File: config.mk
export PLATFORM = sky130hd
export DESIGN_NAME = pwm_ramp_ctrl
export DESIGN_NICKNAME = d
export VERILOG_FILES = /design/src/rtl/pwm_ramp_pkg.sv /design/src/rtl/pwm_wrap_div.sv /design/src/rtl/pwm_ramp_ctrl.sv
export SDC_FILE = /design/constraint.sdc
export NUM_CORES = 1
export LEC_CHECK = 0
export CAP_MARGIN = 20
export CORE_MARGIN = 1
export CORE_UTILIZATION = 30
export DETAILED_ROUTE_END_ITERATION = 16
export GPL_TIMING_DRIVEN = 0
export PLACE_DENSITY = 0.63
export SYNTH_ARGS = -nofsm -noshare
export SYNTH_HDL_FRONTEND = slang
export SYNTH_SLANG_ARGS = --single-unit
File: constraint.sdc
create_clock -name clk -period 6.3 [get_ports clk]
set_input_delay 0.63 -clock clk [delete_from_list [all_inputs] [get_ports clk]]
set_output_delay 0.63 -clock clk [all_outputs]
set_load 0.01 [all_outputs]
File: src/rtl/pwm_ramp_pkg.sv
// Shared types and saturating helpers for the PWM duty ramp controller.
package pwm_ramp_pkg;

  localparam int unsigned DATA_W = 32;
  localparam int unsigned NUM_CH = 4;

  typedef enum logic [2:0] {
    IDLE,
    LOAD,
    SYNC,
    RAMP_UP,
    HOLD,
    RAMP_DOWN
  } state_t;

  function automatic logic [DATA_W-1:0] sat_add(input logic [DATA_W-1:0] a,
                                                input logic [DATA_W-1:0] b);
    logic [DATA_W:0] sum;
    sum = (DATA_W+1)'(a) + (DATA_W+1)'(b);
    return sum[DATA_W] ? '1 : sum[DATA_W-1:0];
  endfunction

  function automatic logic [DATA_W-1:0] sat_mul(input logic [DATA_W-1:0] a,
                                                input logic [1:0]        k);
    logic [DATA_W+1:0] prod;
    prod = (DATA_W+2)'(a) * (DATA_W+2)'(k);
    return (|prod[DATA_W+1:DATA_W]) ? '1 : prod[DATA_W-1:0];
  endfunction

endpackage

File: src/rtl/pwm_wrap_div.sv
// Detects PWM counter wraps and divides them down to one tick every DIV wraps.
module pwm_wrap_div
  import pwm_ramp_pkg::*;
#(
  parameter int unsigned DIV = 1
) (
  input  logic              clk,
  input  logic              reset_n,
  input  logic [DATA_W-1:0] cnt_q,
  input  logic              clr,
  output logic              wrap,
  output logic              tick
);

  localparam int unsigned DIV_W = 8;

  logic [DATA_W-1:0] prev_q;
  logic [DIV_W-1:0]  div_cnt;

  // Combinational so a duty update lands on the edge that closes the wrap cycle.
  assign wrap = (cnt_q == '0) && (prev_q != '0);
  assign tick = wrap && (div_cnt == DIV_W'(DIV - 1));

  always_ff @(posedge clk or negedge reset_n) begin
    if (!reset_n) begin
      prev_q  <= '0;
      div_cnt <= '0;
    end else begin
      prev_q <= cnt_q;
      if (clr) begin
        div_cnt <= '0;
      end else if (wrap) begin
        div_cnt <= tick ? '0 : div_cnt + DIV_W'(1);
      end
    end
  end

endmodule

File: src/rtl/pwm_ramp_ctrl.sv
// Soft-start/soft-stop duty ramp for four phase-shifted PWM channels.
// Define PWM_RAMP_PHASE_EN to produce per-channel start offsets from cfg_phase.
module pwm_ramp_ctrl
  import pwm_ramp_pkg::*;
#(
  parameter int unsigned       STEP_W     = 16,
  parameter int unsigned       DIV        = 1,
  parameter logic [DATA_W-1:0] MAX_PERIOD = 32'd999_999_999
) (
  input  logic              clk,
  input  logic              reset_n,
  input  logic              start,
  input  logic              stop,
  input  logic [DATA_W-1:0] cfg_period,
  input  logic [DATA_W-1:0] cfg_target,
  input  logic [STEP_W-1:0] cfg_step,
  input  logic [DATA_W-1:0] cfg_phase,
  input  logic [DATA_W-1:0] cnt_q,
  output logic              load,
  output logic [DATA_W-1:0] d,
  output logic [DATA_W-1:0] s0,
  output logic [DATA_W-1:0] s1,
  output logic [DATA_W-1:0] s2,
  output logic [DATA_W-1:0] s3,
  output logic [DATA_W-1:0] p0,
  output logic [DATA_W-1:0] p1,
  output logic [DATA_W-1:0] p2,
  output logic [DATA_W-1:0] p3,
  output logic              busy,
  output logic              done
);

  state_t            state_q, state_n;
  logic [DATA_W-1:0] duty_q, duty_n;
  logic [DATA_W-1:0] period_q, period_n;
  logic [DATA_W-1:0] target_q, target_n;
  logic [DATA_W-1:0] step_q, step_n;
  logic              done_n;
  logic              wrap, tick;
  logic [DATA_W-1:0] s_q [NUM_CH];
  logic [DATA_W-1:0] p_q [NUM_CH];
  logic [DATA_W-1:0] s_n [NUM_CH];
  logic [DATA_W-1:0] p_n [NUM_CH];
`ifdef PWM_RAMP_PHASE_EN
  logic [DATA_W-1:0] phase_q, phase_n;
`else
  logic              unused_phase;
  assign unused_phase = ^cfg_phase;
`endif

  pwm_wrap_div #(.DIV(DIV)) u_wrap_div (
    .clk     (clk),
    .reset_n (reset_n),
    .cnt_q   (cnt_q),
    .clr     (state_n != state_q),
    .wrap    (wrap),
    .tick    (tick)
  );

  // Next state, duty and latched configuration.
  always_comb begin
    state_n  = state_q;
    duty_n   = duty_q;
    period_n = period_q;
    target_n = target_q;
    step_n   = step_q;
    done_n   = 1'b0;
`ifdef PWM_RAMP_PHASE_EN
    phase_n  = phase_q;
`endif
    case (state_q)
      IDLE: begin
        if (start && !stop) begin
          period_n = (cfg_period > MAX_PERIOD) ? MAX_PERIOD : cfg_period;
          target_n = ((DATA_W+1)'(cfg_target) > (DATA_W+1)'(period_n) + (DATA_W+1)'(1))
                     ? period_n + DATA_W'(1) : cfg_target;
          step_n   = (cfg_step == '0) ? DATA_W'(1) : DATA_W'(cfg_step);
`ifdef PWM_RAMP_PHASE_EN
          phase_n  = cfg_phase;
`endif
          duty_n   = '0;
          state_n  = LOAD;
        end
      end
      LOAD: state_n = SYNC;
      SYNC: begin
        if (stop) begin
          state_n = IDLE;
          done_n  = 1'b1;
        end else if (wrap) begin
          duty_n  = '0;
          state_n = (target_q == '0) ? HOLD : RAMP_UP;
        end
      end
      RAMP_UP: begin
        if (stop) begin
          state_n = RAMP_DOWN;
        end else if (duty_q == target_q) begin
          state_n = HOLD;
        end else if (tick) begin
          duty_n = ((DATA_W+1)'(duty_q) + (DATA_W+1)'(step_q) > (DATA_W+1)'(target_q))
                   ? target_q : duty_q + step_q;
        end
      end
      HOLD: begin
        if (stop) state_n = RAMP_DOWN;
      end
      RAMP_DOWN: begin
        if (duty_q == '0) begin
          state_n = IDLE;
          done_n  = 1'b1;
        end else if (tick) begin
          duty_n = (duty_q > step_q) ? duty_q - step_q : '0;
        end
      end
      default: state_n = IDLE;
    endcase
  end

  // Channel compares follow the next duty so they update on the wrap edge itself.
  always_comb begin
    for (int unsigned k = 0; k < NUM_CH; k++) begin
      s_n[k] = '0;
      p_n[k] = '0;
      if (!(state_n inside {IDLE, LOAD, SYNC})) begin
`ifdef PWM_RAMP_PHASE_EN
        s_n[k] = sat_mul(phase_n, 2'(k));
`endif
        p_n[k] = sat_add(s_n[k], duty_n);
      end
    end
  end

  always_ff @(posedge clk or negedge reset_n) begin
    if (!reset_n) begin
      state_q  <= IDLE;
      duty_q   <= '0;
      period_q <= '0;
      target_q <= '0;
      step_q   <= '0;
`ifdef PWM_RAMP_PHASE_EN
      phase_q  <= '0;
`endif
      load     <= 1'b0;
      d        <= '0;
      busy     <= 1'b0;
      done     <= 1'b0;
      for (int unsigned k = 0; k < NUM_CH; k++) begin
        s_q[k] <= '0;
        p_q[k] <= '0;
      end
    end else begin
      state_q  <= state_n;
      duty_q   <= duty_n;
      period_q <= period_n;
      target_q <= target_n;
      step_q   <= step_n;
`ifdef PWM_RAMP_PHASE_EN
      phase_q  <= phase_n;
`endif
      load     <= (state_n == LOAD);
      if (state_n == LOAD) d <= period_n;
      busy     <= (state_n != IDLE);
      done     <= done_n;
      for (int unsigned k = 0; k < NUM_CH; k++) begin
        s_q[k] <= s_n[k];
        p_q[k] <= p_n[k];
      end
    end
  end

  assign s0 = s_q[0];
  assign s1 = s_q[1];
  assign s2 = s_q[2];
  assign s3 = s_q[3];
  assign p0 = p_q[0];
  assign p1 = p_q[1];
  assign p2 = p_q[2];
  assign p3 = p_q[3];

endmodule
==> impl_results.md, run 1 <==
* Status: finished, final reports clean
* Longest Clk Path Bufs at 2
* Number of global-route vias before repair at 12,900
* CTS Root Cell: clkbuf_16
* Largest net degree at the start of global routing at 97
* Met3 WL at 3.65 mm
* Port buffer count at 272
* Vias at 13,500
* Syn-to-layout area delta at 31.9%
* Diodes inserted at 0
* Final Cycle Share at 95.5%
* Initial Util at 30.4%
* Worst skew pair latency at around 0.5 ns
* CP max stage cell: o31ai_1
* Total power at 5.04 mW
* Share of cells above drive strength 1 at 15.8%
* Met1 WL at ~22 mm
* Post-synth EDFFs at 0
* Sw Ratio at 42.0%
* Synthesis warning total at 0
* Skew final at approximately 0.021 ns
* Ports at 439
* Top-area cell type share of the netlist area at 32.0%
* Die X at 224 um
* GP Congestion at 0.972
* Drt initial violations at 945
* Reg clk slew, reported paths at roughly 0.09 ns
* Slew headroom at 36.0%
* ANT nets after route at 0
* Remaining DRCs at 0
* Max Used Layer: met4
* First-pass GRT wire length at 76.2 mm
* Core area at 48,800 um2
* CP arrival at 6.34 ns
* Sequential fraction of the synthesis area at around 32%
* Avg Vias per Cell at ~4.8
* Routed wl met2 at 23.8 mm
* Setup violators final at 0
* P_sw at approximately 2.1 mW
* HPWL Detailed at roughly 41 mm
* Unrepaired setup endpoints after global routing: false
* Worst-path cell chain: ha_1 > buf_4 > o21bai_1 > a211o_1 > a211oi_2 > a31oi_4 > and4_1 > xor2_1 > ha_1 > a2111oi_0 > o21ai_0 > a211oi_1 > o21ai_0 > o31ai_1 > nand2_2 > buf_2 > o211ai_1 > a21oi_1
* Htree depth at 4
* Wire per inst at 17.9 um
* Hold Crit Class: in -> async
* Setup TNS Final at 0 ns
* Initial antenna violation count at 1
* Clk sinks at 190
* CP peak stage delay at 0.57 ns
* Critical path type: reg -> reg
* GR Overflow Total at 0
* CP Capture Type: flop
* Min Hold Slack at 0.126 ns
* Fill count at 5,028
* Highest Clock Rate at 166 MHz
* Largest area contributor in the netlist: dfrtp_1
* Max cap viols at 0
* P_leak at 8.98 nW
* Post-synthesis cell type count at 83
* Most used DFF post-synth: dfrtp_1
* Final Critical Period at 6.01 ns
* PD cells at 258 nW/um2
* Fin util at 40.1%
* Max Slew Vio Count at 0
* VDD IR-drop max at 0.215 mV
* Row count at 81
* Clock power share at around 23%
* Gr usage total at 19.9%
* CP Launch Type: flop
* Initial DRT Pass Iterations at 5
* Asr flop ratio synth at 100%
* CP required at 6.62 ns
* Internal at just under 3 mW
* Detailed-route wire length at 50.1 mm
* Mapped Area at roughly 15,000 um2
* Worst Tran Pin Value at ~0.95 ns
* Maximum fanout along the worst path at 10
* Sequential power share at 34.4%
* Flops & latches, synth at 190
* Mean Syn Cell Area at 8.70 um2
* Top cells by area, synth: dfrtp_1, buf_4, ha_1
* Logic pwr share at between 40% and 50%
* Final hold violation count at 0
* CTS tree: done
* Die area at 50,400 um2
* Layout net count at 2,377
* Total CTS buffers at 17
* Cell count after synthesis at 1,706
* Die Y at 224 um
-- layout by cell type (no fill, tap or decap), types with 14 or more instances in the layout --
cell type	count
xnor2_1	59
clkbuf_1	43
clkbuf_16	17
nand2_1	144
mux2i_1	14
nor3_1	38
a21oi_1	82
nor2_1	97
conb_1	130
nand4_1	38
clkdlybuf4s50_1	271
a21o_1	19
dfrtp_1	190
buf_4	232
o21ai_0	84
and2_1	20
inv_1	92
ha_1	99
nor4_1	44
and4_1	16
o31ai_1	16
a31oi_1	18
o211ai_1	29
nand3_1	42
a22oi_1	17
o22a_1	19
buf_2	22
xor2_1	40
-- synth_stat cells (9+ instances only) --
| library cell | n |
|---|---|
| nand4_1 | 38 |
| o22a_1 | 19 |
| and2_1 | 20 |
| ha_1 | 99 |
| xnor2_1 | 59 |
| nor3_1 | 38 |
| a22oi_1 | 17 |
| buf_4 | 230 |
| mux2i_1 | 14 |
| dfrtp_1 | 190 |
| nor4_1 | 44 |
| o21ai_0 | 84 |
| a22o_1 | 9 |
| nand3_1 | 42 |
| o211ai_1 | 29 |
| and4_1 | 16 |
| a211oi_1 | 9 |
| a21o_1 | 19 |
| inv_1 | 92 |
| o31ai_1 | 17 |
| clkbuf_1 | 45 |
| xor2_1 | 40 |
| a21oi_1 | 82 |
| nand2_1 | 145 |
| and3_1 | 12 |
| nand2b_1 | 10 |
| nor2b_1 | 11 |
| o21a_1 | 12 |
| nor2_1 | 97 |
| a31oi_1 | 18 |
| buf_2 | 19 |
-- metal layers --
metal,vias up,GRT usage (%)
li1,6539,-
met1,6432,25.3
met2,480,33.2
met3,52,5.29
met4,0,4.92
met5,-,0
-- power groups by stage --
stage	Combinational [mW]	Clock [mW]	Sequential [mW]
6_report	2.17	1.14	1.73
4_1_cts	2.16	1.17	1.73
3_3_place_gp	2.12	0	1.75
3_5_place_dp	2.15	0	1.75
5_1_grt	2.39	1.22	1.77
2_1_floorplan	1.37	0	1.69
-- critical path, delay by kind of cell (launching register included) --
kind	cells	cell delay (ns)
buffers and inverters	2	0.45
AO/OA/AOI/OAI	11	3.33
adder cells (fa/ha/maj)	2	0.66
XOR/XNOR	1	0.24
AND/OR/NAND/NOR	2	0.62
flip-flops	1	0.52
-- sequential cells by signal, indices dropped and copies added, names as in the netlist --
name / count
duty_q: 32
state_q: 3
busy: 1
target_q: 32
step_q: 16
p3: 32
u_wrap_div.prev_q: 32
done: 1
d: 32
load: 1
u_wrap_div.div_cnt: 8
-- stage by stage --
step / instance area, um2 / cells / setup WS, ns
6_report: 19600 / 2805 / 0.286
5_1_grt: 19600 / 2805 / 0.0339
4_1_cts: 19500 / 2804 / 0.0469
3_5_place_dp: 18900 / 2773 / -0.787
3_3_place_gp: 18900 / 2770 / -3.70
2_1_floorplan: 15300 / 1834 / 1.13
-- final cells by class --
class	instances	area (um2)	area share, %
multi-input combinational	1246	8160	41.7
sequential	190	4750	24.3
timing repair buffer	276	2780	14.2
buffer	304	2090	10.7
tap	664	831	4.24
clock buffer	17	425	2.17
inverter	93	349	1.78
clock inverter	15	195	0.997
-- repair_timing --
item	in CTS	in global routing
setup buffers	0	1
setup endpoints to repair	26	59
gates resized for setup	3	8
hold buffers	0	0
pin swaps	0	1
-- final timing paths --
path                       startpoint                    end  slack (ns)  cells past startpoint
max in group asynchronous     reset_n  u_wrap_div.div_cnt[7]        5.24                      2
min in group clk                d[10]                  d[10]        0.50                      2
max reg2reg                 duty_q[2]                  p3[2]        0.29                     18
min                           reset_n                 p3[12]        0.13                      1
max                         duty_q[2]                  p3[2]        0.29                     18
min reg2reg                     d[10]                  d[10]        0.50                      2
-- logic make-up after synthesis --
kind of cell	count (synthesis)	synth area share, %
xor+xnor	99	5.84
simple gates	519	18.5
other cells	2	0.0506
mux	17	1.17
fa+ha+maj	101	8.61
compound gates	380	17.4
flops	190	32.0
buf+inv	398	16.4
Note: power is estimated with default switching activity, not from simulation.
==> run 2: changes to the inputs <==
- ABC_AREA: unset -> 1
- PLACE_DENSITY: 0.63 -> 0.62
==> run 2 against run 1 <==
  * Utilization fell by 0.52 points
  * Clock power barely moved
  * Flip-flop and latch count did not move
  * Total power rose by 93%
  * Clock-buffer cell count rose by 1
  * Highest routed layer is now met5
  * Synthesized area rose by 12%
==> impl_results.md, run 2 <==
* Initial DRT Pass Iterations at 7
* P_sw at 4.89 mW
* Maximum fanout along the worst path at 10
* Flops & latches, synth at 190
* Worst Tran Pin Value at ~1.2 ns
* Top-area cell type share of the netlist area at 28.6%
* Highest Clock Rate at 173 MHz
* Internal at 4.83 mW
* Cell count after synthesis at 2,444
* Htree depth at 4
* Most used DFF post-synth: dfrtp_1
* Die X at about 240 um
* Detailed-route wire length at approximately 58 mm
* CP max stage cell: clkdlybuf4s50_1
* Avg Vias per Cell at 4.63
* CP peak stage delay at 0.58 ns
* GP Congestion at 1.01
* First-pass GRT wire length at between 80 and 90 mm
* Final Critical Period at between 5 and 6 ns
* Commonest cells after routing, fill and taps aside: nand2_1, inv_1, clkdlybuf4s50_1
* Status: finished, final reports clean
* Fin util at 39.6%
* Cts hold-fix bufs at 0
* Synthesis warning total at 0
* Core area at between 50,000 and 60,000 um2
* Post-synthesis cell type count at 66
* Port buffer count at 278
* Layout net count at 3,119
* Post-CTS setup repair buffer count at 0
* Largest net degree at the start of global routing at 99
* Final hold violation count at 0
* Number of global-route vias before repair at 15,800
* Post-DP Area at 20,900 um2
* Row count at 85
* Die Y at 237 um
* Total CTS buffers at 17
* Asr flop ratio synth at 100%
* Remaining DRCs at 0
* Drt initial violations at 1,393
* CP Capture Type: flop
* ANT nets after route at 0
* Sw Ratio at 50.3%
* CP arrival at 6.15 ns
* Most frequent cell after synthesis: nand2_1
* CP Launch Type: input pin
* Initial antenna violation count at 7
* P_leak at 11.0 nW
* CTS tree: done
* Clock power share at 11.7%
* VDD IR-drop max at roughly 0.27 mV
* Sequential power share at between 20% and 30%
* Logic pwr share at 67.1%
* Total power at between 9 and 10 mW
* HPWL Detailed at between 40 and 50 mm
* Post-synth EDFFs at 0
* Syn-to-layout area delta at 29.3%
* Number of buffers and inverters on the critical path at 7
* Setup violators final at 0
* Worst skew pair latency at ~0.48 ns
* Longest Clk Path Bufs at 2
* Ports at 439
* Unrepaired setup endpoints after global routing: false
* Most frequent cells after synthesis: nand2_1, inv_1, nor2_1, buf_4, dfrtp_1
* PD cells at approximately 450 nW/um2
* CP delay by family, top: simple AND/OR/NAND/NOR gates
* GR Overflow Total at 0
* Skew final at 0.0169 ns
* Max cap viols at 0
* Sequential fraction of the synthesis area at 28.6%
* Die area at 56,400 um2
* Reg clk slew, reported paths at 0.08 ns
* Top cells by area, synth: dfrtp_1, nand2_1, buf_4
* CTS Root Cell: clkbuf_16
* Mean Syn Cell Area at 6.80 um2
* Wire per inst at 16.1 um
* Final Cycle Share at 91.8%
* Critical path type: in -> reg
* Largest area contributor in the netlist: dfrtp_1
* Max Slew Vio Count at 0
* Fin area at ~21,000 um2
* Mapped Area at about 17,000 um2
* Vias at 16,800
* Hold Crit Class: in -> async
* Commonest non-fill, non-tap cell in the layout: nand2_1
* CTS-repair resized insts at 0
* Slew headroom at 18.6%
* CP required at 6.67 ns
* Share of cells above drive strength 1 at between 10% and 20%
* Most frequent CP cell: nand2_1
* Clk sinks at 190
* Final setup margin at 0.519 ns
* Pre-CTS setup slack at -0.439 ns
* Gr usage total at 20.6%
* Initial Util at 30.6%
-- run 2: cell count changes after synthesis, moves of 33 or more --
cell     delta
nand2_1   +489
inv_1     +194
nor2_1    +157
nand3_1   +123
xnor2_1    -50
nand4_1    +33
-- run 2: cell type report --
| cell class | instances | area (um2) |
|---|---|---|
| fillers | 5772 | 32800 |
| clock inverters | 14 | 189 |
| plain buffers | 292 | 2050 |
| inverters | 306 | 1150 |
| clock buffers | 18 | 439 |
| repair buffers | 279 | 2820 |
| flip-flops and latches | 190 | 4750 |
| well taps | 739 | 925 |
| multi-input cells | 1784 | 9170 |
| diodes | 2 | 5.00 |
-- run 2: per-stage QoR --
stage	TNS [ns]	instances	hold WS, ns
floorplan	0	2572	0.334
global placement	-683.95	3589	0.468
detailed placement	-7.54	3590	0.467
CTS	0	3622	0.155
global route	0	3622	0.192
finish	0	3624	0.118
-- run 2: path summary, 6_finish.rpt --
check	startpoint	depth (start not counted)	slack, ns	to
min reg2reg	d[5]	2	0.49	d[5]
max reg2reg	duty_q[2]	21	1.08	p3[10]
max	cfg_period[20]	30	0.52	target_q[29]
max in group asynchronous	reset_n	2	5.21	target_q[29]
min	reset_n	1	0.12	u_wrap_div.prev_q[22]
min in group clk	d[5]	2	0.49	d[5]
-- run 2: logic make-up after synthesis --
logic type	Yosys count	synth area share (%)
xor gates and xnor gates	59	3.15
other	2	0.0452
and+or+nand+nor	1253	33.1
buffers and inverters	598	19.2
DFF	190	28.6
AOI/OAI and AO/OA	241	8.26
adders and majority gates	101	7.69
-- run 2: metal layers --
layer  wire (um)  track usage (%)
met1       25300             26.7
met2       26800             33.8
met3        4650             5.03
met4        1510             6.14
met5          77                0
-- run 2: power groups by stage --
stage / logic, mW / clock network, mW / registers, mW
after floorplan: 4.10 / 0 / 2.02
after global placement: 6.40 / 0 / 2.08
after detailed placement: 6.44 / 0 / 2.07
after CTS: 6.46 / 1.17 / 2.06
after global routing: 7.17 / 1.21 / 2.12
final: 6.53 / 1.13 / 2.06
==> run 3: changes to the inputs <==
- MAX_ROUTING_LAYER: unset -> met4
==> run 3 against run 2 <==
  * Cell area down 0.12%
  * Clock skew fell by 0.0015 ns
  * Routed wire length is 0.72% higher
  * First-iteration DRC count down 10%
==> impl_results.md, run 3 (synthesized netlist as in run 2, its figures left out) <==
* Status: finished, final reports clean
* Reg clk slew, reported paths at about 0.07 ns
* Port buffer count at 278
* Core area at 54,300 um2
* Post-CTS setup repair buffer count at 0
* Detailed-route wire length at 58.7 mm
* Remaining DRCs at 0
* Total CTS buffers at 17
* GP Congestion at 1.03
* Commonest non-fill, non-tap cell in the layout: nand2_1
* CTS Root Cell: clkbuf_16
* Number of buffers and inverters on the critical path at 7
* Slew headroom at about a quarter
* Placed Instances at between 3,000 and 4,000
* Gr usage total at 21.5%
* Row count at 85
* Setup violators final at 0
* CP Capture Type: flop
* Most frequent CP cell: nand2_1
* Critical path type: in -> reg
* First-pass GRT wire length at just over 90 mm
* Unrepaired setup endpoints after global routing: false
* Final hold violation count at 0
* Clk sinks at 190
* CP delay by family, top: simple AND/OR/NAND/NOR gates
* Wire per inst at 16.2 um
* Share of cells above drive strength 1 at between 10% and 20%
* Avg Vias per Cell at 4.60
* Commonest cells after routing, fill and taps aside: nand2_1, inv_1, clkdlybuf4s50_1
* Max cap viols at 0
* Drt initial violations at 1,254
* Skew final at 0.0155 ns
* Flop2flop setup slack at approximately 1.2 ns
* VDD IR-drop max at 0.310 mV
* CP peak stage delay at approximately 0.56 ns
* CP required at 6.63 ns
* Maximum fanout along the worst path at 10
* PD cells at 452 nW/um2
* Final Critical Period at 5.83 ns
* Setup TNS Final at 0 ns
* Final Cycle Share at 92.5%
* Largest net degree at the start of global routing at between 100 and 150
* Ports at 439
* Non-filler cells in the finished layout at 3,629
* GR Overflow Total at 0
* Hold Crit Class: in -> async
* Worst skew pair latency at 0.49 ns
* Initial antenna violation count at 7
* Die area at 56,400 um2
* Syn-to-layout area delta at 29.1%
* Die X at 237 um
* P_leak at 10.9 nW
* Longest Clk Path Bufs at 2
* CP max stage cell: clkdlybuf4s50_1
* CTS tree: done
* Worst Tran Pin Value at about 1.1 ns
* HPWL Detailed at 48.7 mm
* ANT nets after route at 0
* Highest Clock Rate at 172 MHz
* Fill count at 5,767
* Die Y at 237 um
* Vias at 16,700
* Max Slew Vio Count at 0
* Initial DRT Pass Iterations at 5
* CP arrival at between 6 and 7 ns
* CP Launch Type: input pin
* Number of global-route vias before repair at approximately 16,000
* Initial Util at between 30% and 40%
* Layout net count at 3,119
* Htree depth at 4
[run 3: cell count changes in the layout (fill, tap and decap cells not counted)]
cell	previous run	this run
diode_2	2	7
clkinv_8	7	3
inv_8	3	6
buf_1	0	2
clkbuf_4	2	0
inv_6	2	4
buf_2	24	25
clkbuf_2	3	2
inv_12	1	0
[run 3: layout make-up]
class	instances	area [um2]	area share, %
antenna	7	17.5	0.0816
buffer	292	2040	9.51
clock buffer	18	439	2.05
clock inverter	14	159	0.740
inverter	306	1150	5.37
multi-input combinational	1784	9170	42.7
sequential	190	4750	22.1
tap	739	925	4.31
timing repair buffer	279	2820	13.1
[run 3: what timing repair did]
| item | 4_1_cts | 5_1_grt |
|---|---|---|
| hold buffers | 0 | 0 |
| setup endpoints to repair | 0 | 29 |
| gates resized for setup | 0 | 6 |
[run 3: metrics by stage]
step	hold slack (ns)	cell area [um2]	utilization, %	setup slack [ns]	power [mW]
after global routing	0.185	21500	39.5	0.0155	10.5
after floorplan	0.334	17100	-	1.61	6.12
after detailed placement	0.466	20900	38.4	-0.389	8.51
after CTS	0.166	21400	39.5	0.114	9.68
after global placement	0.466	20800	38.3	-3.52	8.50
final	0.131	21500	39.5	0.471	9.72
[run 3: final timing paths]
path,startpoint,to,cells after the start
worst min register to register,d[20],d[20],2
min in group clk,d[20],d[20],2
max in group asynchronous,reset_n,target_q[23],2
worst min-delay path,reset_n,u_wrap_div.prev_q[16],1
worst max register to register,duty_q[2],p3[19],21
worst max-delay path,cfg_period[20],target_q[5],30
[run 3: layer usage]
metal	wire [um]	vias to the layer above	track usage (%)	part of all wire, %
met5	0	-	-	0
met4	1460	0	6.53	2.5
met3	4010	72	4.27	6.8
met2	27200	585	34.5	46
met1	26100	7676	27.2	44
li1	-	8357	-	-
[run 3: power breakdown]
part	internal (mW)	total (mW)	switching, mW
Combinational	2.63	6.52	3.90
Clock	0.546	1.13	0.580
Sequential	1.65	2.07	0.418
Total	4.82	9.72	4.90
